## src/rtl/memcpy_sched_pkg.sv

```systemverilog
// Shared types and constants for the memcpy job sequencer.
// Status-line layout offsets are consumed by the c1 status writer.
package memcpy_sched_pkg;

  typedef enum logic [1:0] {
    ST_IDLE   = 2'd0,
    ST_RUN    = 2'd1,
    ST_REPORT = 2'd2
  } t_sched_state;

  localparam int DEFAULT_MAX_INFLIGHT = 62;
  localparam int DEFAULT_ADDR_W       = 42;

  localparam int STATUS_DONE_BIT   = 0;
  localparam int STATUS_CLK_LO     = 64;
  localparam int STATUS_CLK_HI     = 127;
  localparam int STATUS_ISSUED_LO  = 128;
  localparam int STATUS_ISSUED_HI  = 159;
  localparam int STATUS_WR_DONE_LO = 160;
  localparam int STATUS_WR_DONE_HI = 191;

  function automatic logic [31:0] rsp_ext(
    input logic [2:0] lines
  );
    return {29'd0, lines};
  endfunction

endpackage

```

## src/rtl/sched_credit_ctr.sv

```systemverilog
// Issued / write-done line counters, in-flight credit
// compare and sticky overflow detect.
module sched_credit_ctr
  import memcpy_sched_pkg::*;
#(
  parameter int MAX_INFLIGHT = DEFAULT_MAX_INFLIGHT
) (
  input  logic        clk,
  input  logic        reset,
  input  logic        clear,
  input  logic        run,
  input  logic        issue,
  input  logic        rsp_valid,
  input  logic [2:0]  rsp_lines,
  input  logic [31:0] num_lines,
  output logic [31:0] issued,
  output logic [31:0] wr_done,
  output logic        credit_ok,
  output logic        ovf_err
);

  logic [31:0] inflight;
  logic        over;

  // wr_done > issued wraps to a huge value and blocks issue
  assign inflight  = issued - wr_done;
  assign credit_ok = inflight < 32'(MAX_INFLIGHT);
  assign over      = (wr_done > num_lines) ||
                     (wr_done > issued);

  always_ff @(posedge clk) begin
    if (reset) begin
      issued  <= '0;
      wr_done <= '0;
      ovf_err <= 1'b0;
    end else if (clear) begin
      issued  <= '0;
      wr_done <= '0;
      ovf_err <= 1'b0;
    end else begin
      if (run && issue)
        issued <= issued + 32'd1;
      if (run && rsp_valid)
        wr_done <= wr_done + rsp_ext(rsp_lines);
      if (over)
        ovf_err <= 1'b1;
    end
  end

endmodule

```

## src/rtl/memcpy_job_sched.sv

```systemverilog
// Job sequencer: accepts a CSR job, issues c0 read headers
// under credit/almost-full throttling, then requests status.
module memcpy_job_sched
  import memcpy_sched_pkg::*;
#(
  parameter int MAX_INFLIGHT = DEFAULT_MAX_INFLIGHT,
  parameter int ADDR_W       = DEFAULT_ADDR_W
) (
  input  logic              clk,
  input  logic              reset,
  input  logic              start,
  input  logic              abort,
  input  logic [ADDR_W-1:0] src_addr,
  input  logic [31:0]       num_lines,
  input  logic              c0_alm_full,
  input  logic              c1_alm_full,
  input  logic              wfifo_alm_full,
  input  logic              wr_rsp_valid,
  input  logic [2:0]        wr_rsp_lines,
  output logic              rd_req_valid,
  output logic [ADDR_W-1:0] rd_req_addr,
  output logic [15:0]       rd_req_mdata,
  output logic              status_req_valid,
  input  logic              status_req_ack,
  output logic              busy,
  output logic              done,
  output logic              aborted,
  output logic              ovf_err,
  output logic [63:0]       clk_cnt,
  output logic [31:0]       issued_cnt,
  output logic [31:0]       wr_done_cnt,
  output logic [1:0]        state
);

  t_sched_state      st_q;
  t_sched_state      st_d;
  logic [ADDR_W-1:0] src_q;
  logic [31:0]       num_q;
  logic              in_run;
  logic              in_report;
  logic              accept;
  logic              job_end;
  logic              no_alm;
  logic              credit_ok;
  logic              can_issue;

  assign in_run    = st_q == ST_RUN;
  assign in_report = st_q == ST_REPORT;
  assign accept    = (st_q == ST_IDLE) && start &&
                     (num_lines != 32'd0);
  assign job_end   = (issued_cnt == num_q) &&
                     (wr_done_cnt >= num_q);
  assign no_alm    = !c0_alm_full && !c1_alm_full &&
                     !wfifo_alm_full;
  assign can_issue = in_run && no_alm && credit_ok &&
                     (issued_cnt < num_q);
  assign state     = st_q;

  sched_credit_ctr #(
    .MAX_INFLIGHT(MAX_INFLIGHT)
  ) u_credit (
    .clk      (clk),
    .reset    (reset),
    .clear    (accept),
    .run      (in_run),
    .issue    (can_issue),
    .rsp_valid(wr_rsp_valid),
    .rsp_lines(wr_rsp_lines),
    .num_lines(num_q),
    .issued   (issued_cnt),
    .wr_done  (wr_done_cnt),
    .credit_ok(credit_ok),
    .ovf_err  (ovf_err)
  );

  always_comb begin
    st_d             = st_q;
    busy             = 1'b1;
    status_req_valid = 1'b0;
    unique case (st_q)
      ST_IDLE: begin
        busy = 1'b0;
        if (accept)
          st_d = ST_RUN;
      end
      ST_RUN: begin
        if (abort || job_end)
          st_d = ST_REPORT;
      end
      ST_REPORT: begin
        status_req_valid = 1'b1;
        if (status_req_ack)
          st_d = ST_IDLE;
      end
      default: begin
        st_d = ST_IDLE;
      end
    endcase
  end

  always_ff @(posedge clk) begin
    if (reset) begin
      st_q         <= ST_IDLE;
      src_q        <= '0;
      num_q        <= '0;
      rd_req_valid <= 1'b0;
      rd_req_addr  <= '0;
      rd_req_mdata <= '0;
      done         <= 1'b0;
      aborted      <= 1'b0;
      clk_cnt      <= '0;
    end else begin
      st_q         <= st_d;
      done         <= in_report && status_req_ack;
      rd_req_valid <= can_issue;
      if (can_issue) begin
        rd_req_addr  <= src_q + ADDR_W'(issued_cnt);
        rd_req_mdata <= issued_cnt[15:0];
      end
      if (accept) begin
        src_q   <= src_addr;
        num_q   <= num_lines;
        aborted <= 1'b0;
        clk_cnt <= '0;
      end else if (in_run) begin
        clk_cnt <= clk_cnt + 64'd1;
        if (abort)
          aborted <= 1'b1;
      end
    end
  end

endmodule
```

## config.mk

```make
export PLATFORM = sky130hd
export DESIGN_NAME = memcpy_job_sched
export DESIGN_NICKNAME = d
export VERILOG_FILES = /design/src/rtl/memcpy_sched_pkg.sv /design/src/rtl/sched_credit_ctr.sv /design/src/rtl/memcpy_job_sched.sv
export SDC_FILE = /design/constraint.sdc
export NUM_CORES = 1
export LEC_CHECK = 0
export CORE_MARGIN = 2
export CORE_UTILIZATION = 35
export CTS_CLUSTER_DIAMETER = 40
export DETAILED_ROUTE_END_ITERATION = 7
export PLACE_DENSITY = 0.54
export SYNTH_ARGS = -nofsm -noshare
export SYNTH_HDL_FRONTEND = slang
export SYNTH_SLANG_ARGS = --single-unit
```

## constraint.sdc

```tcl
create_clock -name clk -period 4.2 [get_ports clk]
set_input_delay 0.84 -clock clk [delete_from_list [all_inputs] [get_ports clk]]
set_output_delay 0.84 -clock clk [all_outputs]
set_load 0.02 [all_outputs]
```

==> metrics.cfg, run 1 <==
[run_status]
outcome = finished, final reports clean

[critical_path]
reg2reg_from = u_credit.issued[14]
required_ns = 4.64
crit_path_start_kind = flop
reg2reg_slack_ns = 0.14
crit_arrival_ns = 4.51
end_kind = flop
crit_path_max_fanout = 31
r2r_end = rd_req_addr[11]
reg2regPathDepth = 14
critPathLaunch = u_credit.issued[14]
worstSetupPathType = reg2reg

[clocking]
clkTransAtPathRegs_ns = 0.05
cts_num_sinks = 266
clockBufferDepth = 3
holdBufCountCts = 0
clock_latency_ns = 0.60
root_buffer = clkbuf_16
cts_tree = yes
ctsHtreeMaxLevel = 2
numCtsBuffers = 54

[global_route]
overflow = 0
grt_max_degree = 72
antenna_found_initial = 3
grt_pass1_vias = 17000
track_usage = 0.258
grt_pass1_wl_mm = 101

[sta]
max-slew-margin-rel = 0.356
holdWs_ns = 0.472
period_share = 0.968
skew_ns = 0.0258
tightest_slew_ns = 0.960
fmax_mhz = 246
setup_viol = 0
hold_violations = 0
setup-tns-final_ns = 0
slew_viol_final = 0
fin_crit_ns = 4.06

[floorplan]
num_rows = 80
fp.dieH_um = 225
ios = 280
die_area_mm2 = 0.0506
core_area_mm2 = 0.0479
initial_core_util = 0.356
die_width_um = 225

[route]
drc = 0
avgRoutedWirePerCell_um = 21.2
drt_iter0_drc = 1157
drt-total-wl_mm = 66.6
firstDrtPassIters = 5
ant_nets = 0
vias_per_cell = 5.52
num_vias = 17300

[yosys]
netlist_area_mm2 = 0.0171
yosys.area.top_type_share = 0.312
synth_warnings = 0
synth.most_common_cell = dfxtp_1
ys_ff_latch = 266
synthCells = 2119
synth-seq-area-share = 0.312
syn_area_per_cell_um2 = 8.06
yosys-top-cells-area = dfxtp_1 (31%), ha_1 (9.7%), mux2i_1 (6.3%)
yosysTopAreaCell = dfxtp_1
synth_flop_cell = dfxtp_1
syn_nets = 2340
synth-edff-count = 0
synthTopCellsByCount = dfxtp_1 (266), nor2_1 (245), nand2_1 (158), a21oi_1 (142), ha_1 (132)
async_flop_share = 0
synth_cell_types = 83

[min_path]
whs_endpoint = rd_req_addr[12]
whs_path_depth = 2
worstHoldPathType = reg2reg
worstHoldStart = rd_req_addr[12]

[final_layout]
layout.nets = 2697
antenna_cells = 0
final_area_mm2 = 0.0233
fin_cells = 3137
drive_gt1_frac = 0.107
synthToLayoutAreaGrowth_pct = 36.4

[pwr]
irDropWorstVdd_uv = 269
power_density_mw_per_mm2 = 348
power.leakage_nw = 9.82

[placed_design]
numPortBuffers = 279
postPlaceCellArea_mm2 = 0.0213
dp_hpwl_mm = 52.3
place_inst = 3034
gp_congestion = 0.947

[flow_run]
maxCapViolations = 0

## sequential cells by signal (all words and copies together) (netlist names)
signal	flops
done	1
aborted	1
u_credit.issued	32
u_credit.ovf_err	1
num_q	32
clk_cnt	64
rd_req_addr	42
rd_req_valid	1
state	2
rd_req_mdata	16
src_q	42
u_credit.wr_done	32
## worst max-delay path: stages, from the launching register on
cell,delay [ns]
dfxtp_1,0.48
ha_1,0.36
a21oi_2,0.31
o21ai_1,0.17
a22o_1,0.27
or3_1,0.35
a311oi_1,0.29
nand4_1,0.21
nor4_4,0.37
nand4_1,0.22
buf_12,0.23
buf_12,0.17
buf_4,0.19
o21ai_0,0.17
a21oi_1,0.10
## cell families after synthesis
logic type,Yosys count,share of synthesized area
compound gates,446,0.170
xor+xnor,115,0.0589
fa+ha+maj,135,0.100
buf+inv,196,0.0455
flops,266,0.312
mux,109,0.0640
simple gates,852,0.249
## cell usage in the layout (no fill, tap or decap), drive strengths merged, types with 104 or more instances in the layout
cell type / count
inv: 104
clkdlybuf4s50: 278
dfxtp: 266
nor2: 245
nand2: 158
mux2i: 107
ha: 132
o21ai: 104
a21oi: 145
nand3: 116
buf: 127
## metal layers
layer / global-route usage / vias up / wire length, um
li1: - / 8401 / -
met1: 0.316 / 8206 / 28100
met2: 0.442 / 568 / 31800
met3: 0.0531 / 122 / 4090
met4: 0.102 / 4 / 2470
met5: 0 / - / 28
## report_power, final
group / internal (W) / switching (W) / total, W
sequential: 0.00259 / 0.0000515 / 0.00264
combinational: 0.000343 / 0.000493 / 0.000835
clock: 0.00301 / 0.00161 / 0.00463
## per-stage QoR
step / util / total power [W] / worst slack [ns]
after floorplan: - / 0.00317 / 0.332
after detailed placement: 0.444 / 0.00352 / 0.0647
after CTS: 0.485 / 0.00819 / 0.0550
after global routing: 0.486 / 0.00840 / -0.0606
final: 0.486 / 0.00810 / 0.135
after global placement: 0.444 / 0.00351 / 0.146
## what timing repair did
item / CTS / global route
resized for setup: 0 / 8
endpoints found under the setup margin: 0 / 82
setup buffers: 0 / 1
hold endpoints to repair: 0 / 0
## worst max path at each step
stage                 endpoint  slack, ns
6_report       rd_req_addr[11]       0.14
3_3_place_gp    rd_req_addr[1]       0.15
5_1_grt        rd_req_addr[37]      -0.06
2_1_floorplan  rd_req_addr[33]       0.33
4_1_cts        rd_req_addr[35]       0.05
3_5_place_dp   rd_req_mdata[3]       0.06
## area by class of cell
cell class	count	area [um^2]
Clock inverter	45	577
Timing Repair Buffer	405	3850
Tap cell	615	769
Clock buffer	57	1390
Sequential cell	266	5330
Inverter	92	345
Fill cell	4674	24600
Multi-Input combinational cell	1657	11000
(Power assumes the default switching activity.)
==> run 2, diff against run 1 <==
==> constraint.sdc (replaced) <==
create_clock -name clk -period 4.4 [get_ports clk]
set_input_delay 0.88 -clock clk [delete_from_list [all_inputs] [get_ports clk]]
set_output_delay 0.88 -clock clk [all_outputs]
set_load 0.02 [all_outputs]
==> metrics.cfg, run 2 (synthesis results as in run 1) <==
[pwr]
power_density_mw_per_mm2 = 344  ; -1.1%
power.leakage_nw = 9.69  ; -1.3%
irDropWorstVdd_uv = 274  ; +1.9%

[floorplan]
die_width_um = 225  ; unchanged
initial_core_util = 0.356  ; unchanged
ios = 280  ; unchanged
fp.dieH_um = 225  ; unchanged
core_area_mm2 = 0.0479  ; unchanged
die_area_mm2 = 0.0506  ; unchanged
num_rows = 80  ; unchanged

[global_route]
grt_pass1_wl_mm = 102  ; +1.2%
antenna_found_initial = 1  ; -2
grt_max_degree = 70  ; -2.8%
grt_util_met1 = 0.327  ; +0.0102
grt.met2_usage = 0.438  ; -0.00488
track_usage = 0.261  ; +0.00314
grt_busiest_layer = met2
overflow = 0  ; unchanged
grt_pass1_vias = 17100  ; +0.49%
grtUsageMet3 = 0.0490  ; -0.00404

[route]
firstDrtPassIters = 5  ; unchanged
drt_iter0_drc = 1182  ; +2.2%
drc = 0  ; unchanged
vias_per_cell = 5.59  ; +1.3%
avgRoutedWirePerCell_um = 21.7  ; +2.4%
num_vias = 17300  ; +0.20%
drt-total-wl_mm = 67.4  ; +1.3%
ant_nets = 0  ; unchanged

[critical_path]
crit_arrival_ns = 4.67  ; +0.16 ns
crit_path_start_kind = flop
slowest_stage = a21oi_1
end_kind = flop
crit_path_max_fanout = 40  ; +29%
reg2regPathDepth = 14  ; unchanged
worstPathCellList = inv_1 > ha_1 > a21oi_1 > o21ai_0 > a2111oi_0 > a21oi_1 > and3_1 > o21bai_1 > nand3_1 > nand2_2 > buf_12 > buf_12 > nor4_1 > nor4_1
required_ns = 4.91  ; +0.27 ns
slowest_delay_ns = 0.70  ; +0.22 ns
worstSetupPathType = reg2reg

[run_status]
outcome = finished, final reports clean

[placed_design]
numPortBuffers = 279  ; unchanged
dp_hpwl_mm = 52.5  ; +0.27%
gp_congestion = 0.931  ; -1.7%

[final_layout]
layout.nets = 2663  ; -1.3%
layout.cells.most_common_list = clkdlybuf4s50_1 (278), dfxtp_1 (266), nor2_1 (245)
antenna_cells = 0  ; unchanged
synthToLayoutAreaGrowth_pct = 35.7
reg_top3 = clk_cnt x64, rd_req_addr x42, src_q x42
largest_reg_flops = 64  ; unchanged
regMostFlops = clk_cnt
final_common_cell = clkdlybuf4s50_1
drive_gt1_frac = 0.0973  ; -0.0102

[sta]
rsz0062_at_grt = no
setup-tns-final_ns = 0  ; unchanged
slew_viol_final = 0  ; unchanged
fmax_mhz = 240  ; -2.4%
holdWs_ns = 0.472  ; +0.000147 ns
setup_viol = 0  ; unchanged
period_share = 0.946  ; -0.0215
tightest_slew_ns = 0.880  ; -0.0795 ns
fin_crit_ns = 4.16  ; +0.0989 ns
skew_ns = 0.0478  ; +0.0220 ns
hold_violations = 0  ; unchanged
max-slew-margin-rel = 0.410  ; +0.0533

[clocking]
holdBufCountCts = 0  ; unchanged
post_cts_buffers = 0  ; unchanged
cts_tree = yes
clock_latency_ns = 0.63  ; +0.03 ns
cts_num_sinks = 266  ; unchanged
ctsHtreeMaxLevel = 2  ; unchanged
numCtsBuffers = 56  ; +3.7%
root_buffer = clkbuf_16
clockBufferDepth = 3  ; unchanged
clkTransAtPathRegs_ns = 0.05  ; about the same

[min_path]
worstHoldPathType = reg2reg
whs_path_depth = 2  ; unchanged

[flow_run]
maxCapViolations = 0  ; unchanged

[run 2: area by class of cell]
type,instances,area (um^2)
inverter,92,345
fill,4663,24800
timing repair buffer,369,3590
clock inverter,39,609
multi-input combinational,1657,11100
sequential,266,5330
clock buffer,65,1500
tap,615,769
[run 2: per-stage QoR]
step | setup WS [ns] | cells | util | power [W] | instance area, um^2
after floorplan | 0.532 | 2119 | - | 0.00302 | 17100
after global placement | 0.198 | 2999 | 0.439 | 0.00336 | 21000
after detailed placement | 0.172 | 2999 | 0.439 | 0.00337 | 21000
after CTS | 0.111 | 3103 | 0.482 | 0.00806 | 23100
after global routing | 0.00493 | 3103 | 0.484 | 0.00824 | 23200
final | 0.237 | 3103 | 0.484 | 0.00798 | 23200
[run 2: worst paths after layout]
path / start / to / slack (ns)
max: u_credit.wr_done[23] / rd_req_addr[37] / 0.24
min: rd_req_mdata[7] / rd_req_mdata[7] / 0.47
max reg2reg: u_credit.wr_done[23] / rd_req_addr[37] / 0.24
min reg2reg: rd_req_mdata[7] / rd_req_mdata[7] / 0.47
[run 2: critical path: cells and delay by family, from the launching register on]
kind,cells,cell delay [ns]
adders and majority gates,1,0.29
buffers and inverters,3,0.55
DFF,1,0.32
and+or+nand+nor,5,1.05
AOI/OAI and AO/OA,5,1.81
[run 2: where the power goes]
group	internal (W)	switching, W
sequential	0.00247	0.0000443
combinational	0.000326	0.000481
clock	0.00311	0.00155
[run 2: what timing repair did]
action,4_1_cts,5_1_grt
resized for setup,0,14
endpoints found under the hold margin,0,0
endpoints found under the setup margin,0,40
[run 2: layer usage]
metal	part of all wire	vias to the layer above	wire (um)
met1	0.43	8302	28800
met5	0	-	0
met4	0.044	0	2980
li1	-	8333	-
met2	0.47	562	31500
met3	0.061	138	4100
==> run 3, diff against run 2 <==
--- a/config.mk
+++ b/config.mk
@@ -5,11 +5,14 @@
 export SDC_FILE = /design/constraint.sdc
 export NUM_CORES = 1
 export LEC_CHECK = 0
+export CORE_ASPECT_RATIO = 0.6
 export CORE_MARGIN = 2
 export CORE_UTILIZATION = 35
 export CTS_CLUSTER_DIAMETER = 40
 export DETAILED_ROUTE_END_ITERATION = 7
 export PLACE_DENSITY = 0.54
+export SLEW_MARGIN = 0
 export SYNTH_ARGS = -nofsm -noshare
 export SYNTH_HDL_FRONTEND = slang
 export SYNTH_SLANG_ARGS = --single-unit
+export TNS_END_PERCENT = 50
==> metrics.cfg, run 3 (synthesis results as in run 1) <==
[run_status]
outcome = finished, final reports clean

[final_layout]
synthToLayoutAreaGrowth_pct = 32.1
fin_cells = 3112  ; +0.29%
drive_gt1_frac = 0.0878  ; -0.00948
layout.cells.most_common_list = clkdlybuf4s50_1 (278), dfxtp_1 (266), nor2_1 (245)
final_core_util = 0.470  ; -0.0136
largest_reg_flops = 64  ; unchanged
final_area_mm2 = 0.0226  ; -2.7%
reg_top3 = clk_cnt x64, rd_req_addr x42, src_q x42
final_common_cell = clkdlybuf4s50_1
layout.nets = 2664  ; +0.038%
regMostFlops = clk_cnt
antenna_cells = 0  ; unchanged

[route]
vias_per_cell = 5.58  ; -0.13%
avgRoutedWirePerCell_um = 21.2  ; -2.5%
drt_iter0_drc = 1526  ; +29%
num_vias = 17400  ; +0.16%
drc = 0  ; unchanged
firstDrtPassIters = 6  ; +1
ant_nets = 0  ; unchanged
drt-total-wl_mm = 65.9  ; -2.2%

[sta]
tightest_slew_ns = 0.903  ; +0.0228 ns
fmax_mhz = 238  ; -0.79%
slew_viol_final = 0  ; unchanged
hold_violations = 0  ; unchanged
period_share = 0.954  ; +0.00750
setup_viol = 0  ; unchanged
fin_crit_ns = 4.20  ; +0.0330 ns
max-slew-margin-rel = 0.390  ; -0.0195
skew_ns = 0.0255  ; -0.0223 ns
holdWs_ns = 0.475  ; +0.00362 ns

[critical_path]
crit_path_start_kind = flop
cp.depth = 14  ; unchanged
reg2reg_slack_ns = 0.20  ; -0.03 ns
worstSetupPathType = reg2reg
crit_path_max_fanout = 33  ; -18%
slowest_stage = a311oi_1
required_ns = 4.84  ; -0.07 ns
worstPathCellList = inv_1 > ha_1 > o21a_1 > o21a_1 > o21a_4 > o211a_1 > a311oi_1 > o2111ai_1 > nor4_2 > nand4_1 > buf_12 > buf_12 > nor3_1 > mux2i_1
end_kind = flop
crit_family = compound AO/OA/AOI/OAI gates
crit_arrival_ns = 4.63  ; -0.04 ns
path_buf_inv = 3  ; unchanged
reg2regPathDepth = 14  ; unchanged
slowest_delay_ns = 0.56  ; -0.14 ns

[global_route]
grt.met2_usage = 0.368  ; -0.0694
grt_pass1_vias = 16100  ; -5.9%
overflow = 0  ; unchanged
grt_util_met1 = 0.378  ; +0.0511
grt_pass1_wl_mm = 98.9  ; -2.9%
grt_max_degree = 82  ; +17%
antenna_found_initial = 1  ; unchanged
track_usage = 0.252  ; -0.00980
grtUsageMet3 = 0.0520  ; +0.00294
grt_busiest_layer = met1

[pwr]
total_power_w = 0.00660  ; -17%
irDropWorstVdd_uv = 241  ; -12%
power.leakage_nw = 9.43  ; -2.7%
power_density_mw_per_mm2 = 292  ; -15%

[placed_design]
postPlaceCellArea_mm2 = 0.0212  ; +0.89%
dp_hpwl_mm = 51.5  ; -1.9%
numPortBuffers = 279  ; unchanged
gp_congestion = 1.01  ; +8.2%
place_inst = 3043  ; +1.5%

[floorplan]
fp.dieH_um = 175  ; -22%
core_area_mm2 = 0.0480  ; +0.15%
ios = 280  ; unchanged
initial_core_util = 0.356  ; -0.000539
die_area_mm2 = 0.0507  ; +0.11%
num_rows = 62  ; -23%
die_width_um = 289  ; +29%

[clocking]
ctsHtreeMaxLevel = 2  ; unchanged
clock_latency_ns = 0.55  ; -0.08 ns
root_buffer = clkbuf_16
cts_num_sinks = 266  ; unchanged
clkTransAtPathRegs_ns = 0.06  ; about the same
clockBufferDepth = 3  ; unchanged
cts_tree = yes
holdBufCountCts = 0  ; unchanged
numCtsBuffers = 38  ; -32%

[flow_run]
maxCapViolations = 0  ; unchanged

[min_path]
whs_path_depth = 2  ; unchanged
worstHoldPathType = reg2reg

==> run 3: cell count changes in the layout (fill, tap and decap cells not counted), moves of 3 or more <==
cell	change
buf_4	+18
clkbuf_16	-18
bufinv_16	-6
clkinv_2	-5
clkinvlp_4	-5
inv_6	+5
clkinv_4	-4
clkinv_16	-3
==> run 3: worst paths after layout <==
path                             from                 end
hold reg to reg       rd_req_mdata[8]     rd_req_mdata[8]
setup reg to reg  u_credit.wr_done[5]  u_credit.issued[8]
hold / removal        rd_req_mdata[8]     rd_req_mdata[8]
setup / recovery  u_credit.wr_done[5]  u_credit.issued[8]
==> run 3: final cells by class <==
| cell class | instances | area (um^2) |
|---|---|---|
| Multi-Input combinational cell | 1657 | 11000 |
| Timing Repair Buffer | 388 | 3750 |
| Inverter | 92 | 345 |
| Clock buffer | 46 | 1020 |
| Clock inverter | 23 | 313 |
| Tap cell | 640 | 801 |
| Fill cell | 4632 | 25500 |
| Sequential cell | 266 | 5330 |
==> run 3: tightest hold or removal path, cell delays in order, from the launching register on <==
cell,delay (ns)
dfxtp_1,0.31
o21ai_0,0.07
a21oi_1,0.06
==> run 3: metrics by stage <==
step	setup WS, ns	TNS (ns)
floorplan	0.532	0
global placement	0.144	0
detailed placement	0.175	0
CTS	0.135	0
global route	-0.00115	-0.00115
finish	0.204	0
==> run 3: what timing repair did <==
item / 4_1_cts / 5_1_grt
endpoints found under the setup margin: 0 / 59
hold endpoints to repair: 0 / 0
resized for setup: 0 / 7
buffers inserted: 0 / 0
==> run 3: per-layer routing <==
| layer | vias to the layer above | part of all wire |
|---|---|---|
| li1 | 8327 | - |
| met1 | 8318 | 0.48 |
| met2 | 632 | 0.42 |
| met3 | 83 | 0.077 |
| met4 | 2 | 0.019 |
| met5 | - | 0.00024 |
==> run 3: report_power, final <==
group	internal, W	switching (W)
logic	0.000324	0.000487
registers	0.00247	0.0000456
clock network	0.00199	0.00129
